--- config.mk ---
export PLATFORM = sky130hd
export DESIGN_NAME = dmem_arbiter
export DESIGN_NICKNAME = d
export VERILOG_FILES = /design/src/rtl/dmem_arbiter.sv
export SDC_FILE = /design/constraint.sdc
export NUM_CORES = 1
export LEC_CHECK = 0
export ABC_AREA = 1
export CAP_MARGIN = 30
export CORE_AREA = 2 2 122 124
export CTS_CLUSTER_DIAMETER = 150
export DETAILED_ROUTE_END_ITERATION = 10
export DIE_AREA = 0 0 124 126
export MAX_ROUTING_LAYER = met4
export PLACE_DENSITY = 0.81
export SYNTH_ARGS = -nofsm -noshare
export SYNTH_HDL_FRONTEND = slang
export SYNTH_SLANG_ARGS = --single-unit
--- constraint.sdc ---
create_clock -name clk -period 2.6 [get_ports clk]
set_clock_uncertainty 0.1 [all_clocks]
set_input_delay 0.52 -clock clk [delete_from_list [all_inputs] [get_ports clk]]
set_output_delay 0.52 -clock clk [all_outputs]
set_load 0.05 [all_outputs]
--- src/rtl/dmem_arbiter.sv ---
// Arbitrates the single-port DMEM between core port C and debug/loader port D.
// Latency: gnt at cycle N, done at N+2 (N+1 when the request fails validation).
// Backpressure: one access in flight; requesters hold req until done, losers are re-evaluated in IDLE.
//
// Ports:
//   clk, rst_n                      clock and synchronous active-low reset
//   c_*/d_* req,we,size,addr,wdata  request side (fields stable while req is held)
//   c_*/d_* gnt,done,rdata,err      grant pulse, completion pulse with load data / error flag
//   mem_addr,mem_wdata,mem_rw,
//   mem_wsel,mem_rsel,mem_rdata     DMEM side (mem_rdata registered inside DMEM)
//
// Build option: define DMEM_ARB_RR_EN for round-robin on simultaneous requests;
// left undefined, port C has fixed priority over port D.
module dmem_arbiter #(
    parameter int DATA_W = 32,
    parameter int MEM_AW = 20
) (
    input  logic              clk,
    input  logic              rst_n,
    input  logic              c_req,
    input  logic              c_we,
    input  logic [2:0]        c_size,
    input  logic [DATA_W-1:0] c_addr,
    input  logic [DATA_W-1:0] c_wdata,
    output logic              c_gnt,
    output logic              c_done,
    output logic [DATA_W-1:0] c_rdata,
    output logic              c_err,
    input  logic              d_req,
    input  logic              d_we,
    input  logic [2:0]        d_size,
    input  logic [DATA_W-1:0] d_addr,
    input  logic [DATA_W-1:0] d_wdata,
    output logic              d_gnt,
    output logic              d_done,
    output logic [DATA_W-1:0] d_rdata,
    output logic              d_err,
    output logic [DATA_W-1:0] mem_addr,
    output logic [DATA_W-1:0] mem_wdata,
    output logic              mem_rw,
    output logic [1:0]        mem_wsel,
    output logic [2:0]        mem_rsel,
    input  logic [DATA_W-1:0] mem_rdata
);

    typedef enum logic [1:0] {IDLE, ISSUE, RESP} state_t;

    localparam logic PORT_C = 1'b0;
    localparam logic PORT_D = 1'b1;

    state_t            state;
    state_t            state_nxt;

    logic              any_req;
    logic              win;
    logic              take;
    logic              sel_we;
    logic [2:0]        sel_size;
    logic [DATA_W-1:0] sel_addr;
    logic [DATA_W-1:0] sel_wdata;
    logic              bad_size;
    logic              out_of_range;
    logic              sel_err;

    logic              we_q;
    logic              err_q;
    logic              port_q;
    // The DMEM-facing registers double as the latched addr/wdata/size of the
    // access: they load only for accesses that will really issue, so they hold
    // their last value through error responses and idle periods.
    logic [DATA_W-1:0] addr_r;
    logic [DATA_W-1:0] wdata_r;
    logic [1:0]        wsel_r;
    logic [2:0]        rsel_r;

`ifdef DMEM_ARB_RR_EN
    logic              last_gnt;
`endif

    // Winner selection and validation of the winner's fields (IDLE only).
    always_comb begin
        any_req = c_req | d_req;
`ifdef DMEM_ARB_RR_EN
        // On a tie, the port that did not win last time goes first.
        win = (c_req && d_req) ? ~last_gnt : d_req;
`else
        win = (c_req && d_req) ? PORT_C : d_req;
`endif
        sel_we    = (win == PORT_D) ? d_we    : c_we;
        sel_size  = (win == PORT_D) ? d_size  : c_size;
        sel_addr  = (win == PORT_D) ? d_addr  : c_addr;
        sel_wdata = (win == PORT_D) ? d_wdata : c_wdata;

        if (sel_we) begin
            bad_size = (sel_size >= 3'b011);
        end else begin
            bad_size = (sel_size == 3'b001) || (sel_size == 3'b110) || (sel_size == 3'b111);
        end
        out_of_range = ((sel_addr >> MEM_AW) != '0);
        sel_err      = (sel_addr[1:0] != 2'b00) || bad_size || out_of_range;
        take         = (state == IDLE) && any_req;
    end

    // FSM: state register.
    always_ff @(posedge clk) begin
        if (!rst_n) begin
            state <= IDLE;
        end else begin
            state <= state_nxt;
        end
    end

    // FSM: next state. Failed validation skips ISSUE so DMEM is never touched.
    always_comb begin
        state_nxt = state;
        case (state)
            IDLE:    if (any_req) state_nxt = sel_err ? RESP : ISSUE;
            ISSUE:   state_nxt = RESP;
            RESP:    state_nxt = IDLE;
            default: state_nxt = IDLE;
        endcase
    end

    // FSM: outputs. Everything is gated by rst_n so a reset cycle
    // produces no grant, no write and no completion.
    always_comb begin
        c_gnt   = rst_n && take && (win == PORT_C);
        d_gnt   = rst_n && take && (win == PORT_D);
        c_done  = rst_n && (state == RESP) && (port_q == PORT_C);
        d_done  = rst_n && (state == RESP) && (port_q == PORT_D);
        c_err   = c_done && err_q;
        d_err   = d_done && err_q;
        c_rdata = (c_done && !we_q && !err_q) ? mem_rdata : '0;
        d_rdata = (d_done && !we_q && !err_q) ? mem_rdata : '0;
        mem_rw  = (state == ISSUE) && we_q && rst_n;
    end

    // Request latch.
    always_ff @(posedge clk) begin
        if (!rst_n) begin
            we_q     <= 1'b0;
            err_q    <= 1'b0;
            port_q   <= PORT_C;
            addr_r   <= '0;
            wdata_r  <= '0;
            wsel_r   <= '0;
            rsel_r   <= '0;
`ifdef DMEM_ARB_RR_EN
            last_gnt <= PORT_D;
`endif
        end else if (take) begin
            we_q   <= sel_we;
            err_q  <= sel_err;
            port_q <= win;
            if (!sel_err) begin
                addr_r  <= sel_addr;
                wdata_r <= sel_wdata;
                wsel_r  <= sel_size[1:0];
                rsel_r  <= sel_size;
            end
`ifdef DMEM_ARB_RR_EN
            last_gnt <= win;
`endif
        end
    end

    assign mem_addr  = addr_r;
    assign mem_wdata = wdata_r;
    assign mem_wsel  = wsel_r;
    assign mem_rsel  = rsel_r;

endmodule

=== Word level (Yosys, flattened, before mapping) ===
Index checks and enable logic that the tools add are counted.

* Output and inout port bits: 140
* Bits of input ports: 172
* Bits in registers: 74

* Muxes and demuxes: 11
* Order comparisons: 1
* Eq/ne operators: 6
* Reduce and logical (&&, ||, !) cells: 26
* Bitwise gates (word level): 4

{| class="wikitable"
|+ Operators by type and width
! operator !! count
|-
| 32-bit two-way mux || 4
|-
| 32-bit nonzero test || 1
|-
| 1-bit logical AND || 16
|-
| 3-bit equality test, second input constant || 2
|-
| 1-bit logical OR || 4
|-
| 2-bit two-way mux || 2
|-
| 2-bit one-hot mux with 2 select lines || 1
|-
| 3-bit by 1-bit equality test with 1-bit output, second input constant || 1
|-
| 3-bit by 2-bit greater-or-equal comparator with 1-bit output, second input constant || 1
|-
| 1-bit two-way mux || 3
|-
| 3-bit two-way mux || 1
|-
| 1-bit NOT || 3
|-
| 2-bit by 1-bit equality test with 1-bit output, second input constant || 1
|-
| 2-bit equality test, second input constant || 1
|-
| 1-bit zero test || 2
|-
| 2-bit zero test || 1
|-
| 2-bit != test, second input constant || 1
|-
| 2-bit AND reduction || 1
|-
| 2-bit nonzero test || 1
|-
| 1-bit OR || 1
|}

=== Longest topological paths before layout ===
* Word-level depth: 12
* Mapped depth: 15
* Depth with buffers taken out: 12

=== Worst setup path after synthesis ===
Ideal clock, no wire load.

* Kind: input -> output
* Start: input port rst_n
* End: output port c_rdata[10]
* Required time: 1.980 ns
* Stages on the path: 7
* Setup slack: -0.436 ns
* Path buffers: 1
* Arrival: 2.416 ns
* Cell sequence: clkinv_1 -> nor3_1 -> nand2_1 -> inv_1 -> nand3_1 -> clkbuf_1 -> nor2_1

* Longest elaborated chain between the ends: 5

{| class="wikitable"
|+ Ends and longest elaborated chain
! what !! RTL line !! RTL
|-
| from (decl) || 19 || <nowiki>input logic rst_n,</nowiki>
|-
| 1-bit logical AND (2 in series) || 129 || <nowiki>c_done = rst_n && (state == RESP) && (port_q == PORT_C);</nowiki>
|-
| net c_done || 26 || <nowiki>output logic c_done,</nowiki>
|-
| 1-bit logical AND (2 in series) || 133 || <nowiki>c_rdata = (c_done && !we_q && !err_q) ? mem_rdata : '0;</nowiki>
|-
| 32-bit two-way mux || 133 ||
|-
| to (decl) || 27 || <nowiki>output logic [DATA_W-1:0] c_rdata,</nowiki>
|}

The timed path passes the listed nets, and every way through them passes these cells.

=== Final worst setup path ===
* Start: register state[1]
* End: output port d_rdata[14]

* Longest elaborated chain between the ends: 6

{| class="wikitable"
|+ Ends and longest elaborated chain
! what !! RTL line !! RTL
|-
| from (decl) || 51 || <nowiki>state_t state;</nowiki>
|-
| from (signal assigned) || 109 || <nowiki>state <= state_nxt;</nowiki>
|-
| 2-bit equality test || 130 || <nowiki>d_done = rst_n && (state == RESP) && (port_q == PORT_D);</nowiki>
|-
| 1-bit logical AND (2 in series) || 130 ||
|-
| 1-bit logical AND (2 in series) || 134 || <nowiki>d_rdata = (d_done && !we_q && !err_q) ? mem_rdata : '0;</nowiki>
|-
| 32-bit two-way mux || 134 ||
|-
| to (decl) || 36 || <nowiki>output logic [DATA_W-1:0] d_rdata,</nowiki>
|}

Every way passes these cells.

==> results.cfg <==
[synth]
synth_top_cell_by_area = dfxtp_1
ys_ff_latch = 72
synthTopCellsByArea = dfxtp_1, nand2_1, nor2_1, inv_1, buf_2
synth_compound_area_frac = 0.00801
post-synth-top-area-fraction = 0.342
synth_cell_type_count = 20
syn_inst = 779
yosys.area_share.adder = 0
syn_nets = 951
seq_area_frac_synth = 0.342
synth_xor_area_frac = 0
synth_top_family_by_area = simple AND/OR/NAND/NOR gates
synth.cell_area_um2 = 4220
synth_mux_area_frac = 0
post_synth.cell_area_avg_um2 = 5.42
yosysWarnings = 0
synthSimpleGateAreaFrac = 0.498

[worst_setup_path]
rr_startpoint = state[0]
required_ns = 1.98
path_class = register to output pin
path_cells = inv_1 -> nor3_2 -> nand2_1 -> clkinvlp_4 -> nand3_4 -> clkbuf_16 -> nor2_4 -> buf_12
ff2ff_path_depth = 8
max_stage_delay_ns = 0.37
critPathCapture = d_rdata[14]
endpoint_kind = output pin
crit_start = state[1]
critPathMaxFanout = 16
reg2reg_slack_ns = 1.03
reg2reg_to = mem_wdata[22]
slowest_stage = dfxtp_1
crit_path_start_kind = register
crit_arrival_ns = 1.90

[final_layout]
layout-drive-gt1-share = 0.175
final_cell_count_no_fill = 1275
nets = 1256
syn_to_final_growth_pct = 118
mostFrequentLayoutCell = nand2_1
layout_common_cells = nand2_1, clkdlybuf4s50_1, nor2_1

[outcome]
status = completed

[global_routing]
grt_max_degree = 74
grt_pass1_vias = 5195
grt_pass1_wl_mm = 25.0
grt_use_total = 0.210
gr-total-overflow = 0
antenna_found_initial = 1

[power_and_ir_drop]
power_mw = 3.20
power_leakage_nw = 4.32
power_density_nw_per_um2 = 348
peakVddDrop_uv = 292

[worst_hold_path]
min_path_type = register to register

[timing]
max_freq_mhz = 396
tightest_slew_ns = 0.592
finalSetupViolations = 0
finalHoldViolations = 0
slew_violations = 0
fin_crit_sh = 0.971
fin_crit_ns = 2.52
relSlewSlack = 0.605
rsz0062_at_grt = true

[cts]
worstSkewPairLatency_ns = 0.33
cts_buffers = 9
tritoncts = built
cts.sinks = 72
clockRootBuffer = clkbuf_16
clkSlewWorstSetupHoldPaths_ns = 0.06
clk_path_buf_depth = 2
cts_max_level = 3

[place]
portBuffers = 311
place.gp.congestion = 0.859
place_inst = 1255
place_hpwl_mm = 12.9

[routing]
drtPass1Iterations = 4
drt_iter0_drc = 170
viasPerCell = 4.26
routedWlPerCell_um = 12.7
ant_nets = 0
num_vias = 5436
drcViolationCount = 0
wl_mm = 16.2

[floorplanning]
initial_utilization = 0.295
fp.dieH_um = 126
core_um2 = 14300
design.die.area_um2 = 15600
dieWidth_um = 124
ios = 312
row_count = 44

[run]
cap_violations = 0
==> cells by family after synthesis <==
kind of cell | Yosys count
flip-flops | 72
AO/OA/AOI/OAI | 6
AND/OR/NAND/NOR | 549
buffers and inverters | 152
==> through the flow <==
| stage | setup slack [ns] | area, um^2 | utilization | hold slack [ns] | setup TNS (ns) |
|---|---|---|---|---|---|
| floorplan | -0.0919 | 4700 | - | 0.361 | -0.542 |
| global placement | -0.140 | 8770 | 0.613 | 0.325 | -7.01 |
| detailed placement | -0.231 | 8770 | 0.613 | 0.327 | -11.55 |
| CTS | -0.0305 | 9110 | 0.637 | 0.338 | -0.0305 |
| global route | -0.0409 | 9180 | 0.642 | 0.359 | -0.713 |
| finish | 0.0763 | 9190 | 0.642 | 0.335 | 0 |
==> how the worst min path moves through the flow <==
stage / start / to / slack [ns] / cells past startpoint
finish: mem_addr[26] / mem_addr[26] / 0.34 / 2
global route: mem_addr[21] / mem_addr[21] / 0.36 / 2
CTS: mem_addr[26] / mem_addr[26] / 0.34 / 2
detailed placement: mem_addr[26] / mem_addr[26] / 0.33 / 2
global placement: mem_addr[0] / mem_addr[0] / 0.33 / 2
floorplan: port_q / port_q / 0.36 / 2
==> what timing repair did <==
action / CTS / global route
endpoints found under the setup margin: 5 / 93
resized for setup: 5 / 9
hold buffers: 0 / 0
cloned: 0 / 1
pin swaps: 0 / 2
buffers inserted: 0 / 1
==> power by group <==
part | switching [mW] | leakage (nW) | internal [mW]
logic | 0.332 | 3.58 | 0.386
clock network | 0.520 | 0.162 | 0.852
registers | 0.00264 | 0.581 | 1.11
total | 0.854 | 4.32 | 2.35
==> sequential cells by signal (all words and copies together) (netlist names) <==
register / cells
err_q: 1
state: 2
mem_wdata: 32
port_q: 1
mem_wsel: 1
mem_rsel: 2
mem_addr: 32
we_q: 1
==> synthesized netlist by cell type, drive strengths merged <==
cell and instances:
o211ai 1, buf 28, nand3 15, nand2 334
nor2 196, nor3 3, a21oi 2, clkinv 1
nand3b 1, clkbuf 15, dfxtp 72, inv 108
o22ai 1, o21ai 2
==> cell type report <==
type	instances	area, um^2
Multi-Input combinational cell	555	2650
Inverter	109	417
Timing Repair Buffer	337	4110
Tap cell	184	230
Clock buffer	9	225
Clock inverter	7	103
Fill cell	1199	5130
Sequential cell	72	1440
Antenna cell	2	5.00
==> worst max-delay path, delay by kind of cell (launching register included) <==
kind,cells,cell delay [ns]
buffers and inverters,4,0.61
flip-flops,1,0.37
AND/OR/NAND/NOR,4,0.58
==> per-layer routing <==
| layer | global-route usage | wire length, um |
|---|---|---|
| met1 | 0.206 | 5850 |
| met3 | 0.0734 | 1560 |
| met5 | - | 0 |
| met2 | 0.383 | 8550 |
| met4 | 0.0608 | 299 |
(Power assumes the default switching activity.)
==> edit 1: new RTL, same settings <==
Encoding of `state_t`: now one-hot (3 bits for 3 states).
--- a/src/rtl/dmem_arbiter.sv
+++ b/src/rtl/dmem_arbiter.sv
@@ -43,7 +43,7 @@
     input  logic [DATA_W-1:0] mem_rdata
 );
 
-    typedef enum logic [1:0] {IDLE, ISSUE, RESP} state_t;
+    typedef enum logic [2:0] {IDLE = 3'b001, ISSUE = 3'b010, RESP = 3'b100} state_t;
 
     localparam logic PORT_C = 1'b0;
     localparam logic PORT_D = 1'b1;
Behaviour: same outputs for any inputs over 10 cycles, from zero or initial values and one cycle with rst_n low; not proved beyond that.
==> edit 1 against the original RTL <==
- global-route usage down 0.80 points
- register-to-register slack worse by 0.12 ns
- sequential cell count up 1
- combinational power down 14%
- setup slack better by 0.012 ns
- power down 2.0%
- routed wire length down 3.7%
- design area up 0.93%
- synthesized area up 0.24%
- largest power group unchanged
==> edit 1: results (changes against the original RTL) <==
routed len/inst=12.2 microns (-4.4%); Worst Path Max Fanout=6 (-10); Sw Ratio=23.6% (-3.1 points); Synth area leaders=dfxtp_1 (35%), nand2_1 (29%), nor2_1 (18%); Vias/cell=4.20 (-1.4%); fin cells=1285 (+0.78%); diode count=0 (-2); Synth Warn #=0 (unchanged); asr flop ratio synth=0% (unchanged); unique cell type count in the Yosys netlist=21 (+5.0%); Peak VDD IR=0.311 mV (+6.5%); Port Buffer Count=311 (unchanged); RePlAce Congestion=0.880 (+2.4%); syn_nets=955 (+0.42%); First-pass DRT Iterations=4 (unchanged); HPWL Detailed=12.7 mm (-1.7%); gr usage total=20.2% (-0.80 points); status=complete, no violations; leak pwr=0.00437 uW (+1.1%); Clock Pin Slew Worst Setup and Hold Paths=0.06 ns (about the same); worst slew margin relative to its limit=59.4% (-1.1 points); post-synthesis cell count=783 (+0.51%); first-pass GRT wire length=24.4 mm (-2.4%); CP arrival=1.89 ns; worst-skew pair later-pin latency=0.32 ns; post-synthesis sequential area ratio=34.6% (+0.39 points); initial antenna violation count=0 (-1); largest net degree at the start of global routing=56 (-24%); ys flop type=dfxtp_1; vias in the first global route=5088 (-2.1%); Post-synth top cells=nand2_1 (330), nor2_1 (200), inv_1 (108); Area after DPL=0.00890 sq mm (+1.5%); share of cells above drive strength 1=17.7% (+0.17 points); DR iter-0 viols=193 (+14%)
edit 1: critical path, stage by stage:
cell	delay [ns]
clkdlybuf4s50_1	0.49
buf_4	0.15
buf_4	0.12
o21ai_1	0.08
nor2_1	0.13
inv_1	0.10
nor2_1	0.13
buf_6	0.18
edit 1: metrics by stage:
step / power (uW) / setup slack [ns] / setup TNS (ns)
detailed placement: 1770 / -0.184 / -9.29
global placement: 1760 / -0.0444 / -1.15
finish: 3140 / 0.0881 / 0
floorplan: 1390 / -0.110 / -1.76
global route: 3270 / -0.0293 / -0.0496
CTS: 3170 / 0.0271 / 0
edit 1: final cells by class:
class                      count  area, sq um
tap                          184          230
multi-input combinational    557         2650
inverter                     110          413
sequential                    73         1460
timing repair buffer         347         4180
fill                        1194         5040
clock inverter                 5          106
clock buffer                   9          225
edit 1: kinds of logic after synthesis:
family                 share of synthesized area, %
and+or+nand+nor                                49.7
buffers and inverters                          15.0
AOI/OAI and AO/OA                             0.769
DFF                                            34.6
edit 1: repair_timing:
action,4_1_cts,5_1_grt
buffers inserted,1,2
gates resized for setup,2,4
endpoints found under the setup margin,11,45
hold buffers,0,0
edit 1: worst paths after layout:
| path | from | endpoint | slack (ns) | depth (start not counted) |
|---|---|---|---|---|
| max | d_req | c_gnt | 0.09 | 8 |
| min | mem_addr[29] | mem_addr[29] | 0.34 | 2 |
| max reg2reg | state[0] | mem_addr[11] | 0.91 | 10 |
| min reg2reg | mem_addr[29] | mem_addr[29] | 0.34 | 2 |
edit 1: metal layers:
| layer | wire length, microns | part of all wire, % | global-route usage, % | vias to the layer above |
|---|---|---|---|---|
| met3 | 1420 | 9.1 | 5.84 | 23 |
| met5 | 0 | 0 | - | - |
| met4 | 293 | 1.9 | 6.15 | 0 |
| met2 | 7980 | 51 | 36.5 | 204 |
| met1 | 5960 | 38 | 20.8 | 2302 |
| li1 | - | - | - | 2871 |
edit 1: power groups by stage:
| stage | Clock (uW) | Combinational, uW | Sequential [uW] |
|---|---|---|---|
| after floorplan | 0 | 240 | 1150 |
| after global placement | 0 | 607 | 1150 |
| after detailed placement | 0 | 613 | 1150 |
| after CTS | 1430 | 617 | 1130 |
| after global routing | 1470 | 671 | 1130 |
| final | 1390 | 616 | 1130 |
==> edit 2: new RTL, same settings <==
Without the edit above. `DATA_W`: 32 -> 36.
--- a/src/rtl/dmem_arbiter.sv
+++ b/src/rtl/dmem_arbiter.sv
@@ -12,7 +12,7 @@
 // Build option: define DMEM_ARB_RR_EN for round-robin on simultaneous requests;
 // left undefined, port C has fixed priority over port D.
 module dmem_arbiter #(
-    parameter int DATA_W = 32,
+    parameter int DATA_W = 36,
     parameter int MEM_AW = 20
 ) (
     input  logic              clk,
Interface: changed (9 resized); port bits go from 312 to 348. No check against the original RTL was run, so the function may have changed too.
==> edit 2 against the original RTL <==
- setup slack better by 0.039 ns
- power is 2.4% higher
- via count grew 12%
- sequential cell count grew 8
- critical path type unchanged
- design area is 10% higher
- routed wire length increased by 19%
- synthesized area increased by 11%
==> edit 2: results (changes against the original RTL) <==
Synth Area per Inst=5.45 sq um (+0.60%); share of cells above drive strength 1=18.0% (+0.42 points); worst slack at placement=-0.170 ns (+0.0610 ns); initial antenna violation count=2 (+1); Routed met2 length=10.0 mm (+17%); worst reg2reg path endpoint=mem_addr[3]; DRC viols=0 (unchanged); fmax=402 MHz (+1.6%); Peak VDD IR=0.321 mV (+9.9%); Reg power frac=37.6% (+2.9 points); Vias/cell=4.39 (+2.9%); vias in the first global route=5795 (+12%); inverter count=122 (+12%); first-pass GRT wire length=28.6 mm (+15%); crit path to=c_rdata[12]; worst hold endpoint=mem_addr[35]; status=complete, no violations; largest net degree at the start of global routing=68 (-8.1%); RePlAce Congestion=0.883 (+2.7%); Port Buffer Count=347 (+12%); post-synthesis sequential area ratio=34.2% (about the same); clock network share of area=2.82% (-0.75 points); met2 Use GR=44.0% (+5.7 points); met3 usage=5.98% (-1.4 points); unique cell type count in the Yosys netlist=22 (+10%); Reg2Reg Setup Slack=1.00 ns (-0.03 ns); CP arrival=1.86 ns (-0.04 ns); hold path startpoint=mem_addr[35]; syn_nets=1052 (+11%); FF+latch count=80 (+11%); total number of vias=6115 (+12%); DR iter-0 viols=307 (+81%); grt met1 use=23.3% (+2.6 points); HPWL Detailed=15.2 mm (+18%); Post-synth top cells=nand2_1 (370), nor2_1 (199), inv_1 (119); WL met3=1.47 mm (-5.5%); gr usage total=24.1% (+3.1 points); register area=0.00160 sq mm (+11%); number of buffers created by CTS=9 (unchanged); First-pass DRT Iterations=6 (+2); fillers=1124 (-6.3%); M1 wire length=6.97 mm (+19%); comb_multi_in=609 (+9.7%); Sw Ratio=28.8% (+2.1 points); buffering overhead=45.8% (+1.0 points); Synth area leaders=dfxtp_1 (34%), nand2_1 (30%), nor2_1 (16%); leak pwr=0.00479 uW (+11%); bufs w/o clock=381 (+13%); Pwr Density=323 mW/mm^2 (-7.2%)
edit 2: changes by cell type after synthesis, moves of 2 or more:
cell	unedited run	this run
nand3b_1	1	3
inv_1	106	119
nor2_1	195	199
nand3_1	15	24
clkbuf_1	15	18
nand2_1	333	370
dfxtp_1	72	80
edit 2: cell families (layout without fill, tap and decap cells):
| group | count (synthesis) | in the layout | share of synthesized area, % |
|---|---|---|---|
| AND/OR/NAND/NOR | 602 | 602 | 49.5 |
| AO/OA/AOI/OAI | 7 | 7 | 0.828 |
| other | 0 | 2 | 0 |
| buffers and inverters | 171 | 519 | 15.5 |
| flip-flops | 80 | 80 | 34.2 |
edit 2: per-stage QoR:
step | hold slack [ns] | area, sq um
after floorplan | 0.361 | 5280
after global placement | 0.326 | 9710
after detailed placement | 0.329 | 9710
after CTS | 0.341 | 9990
after global routing | 0.345 | 10100
final | 0.341 | 10100
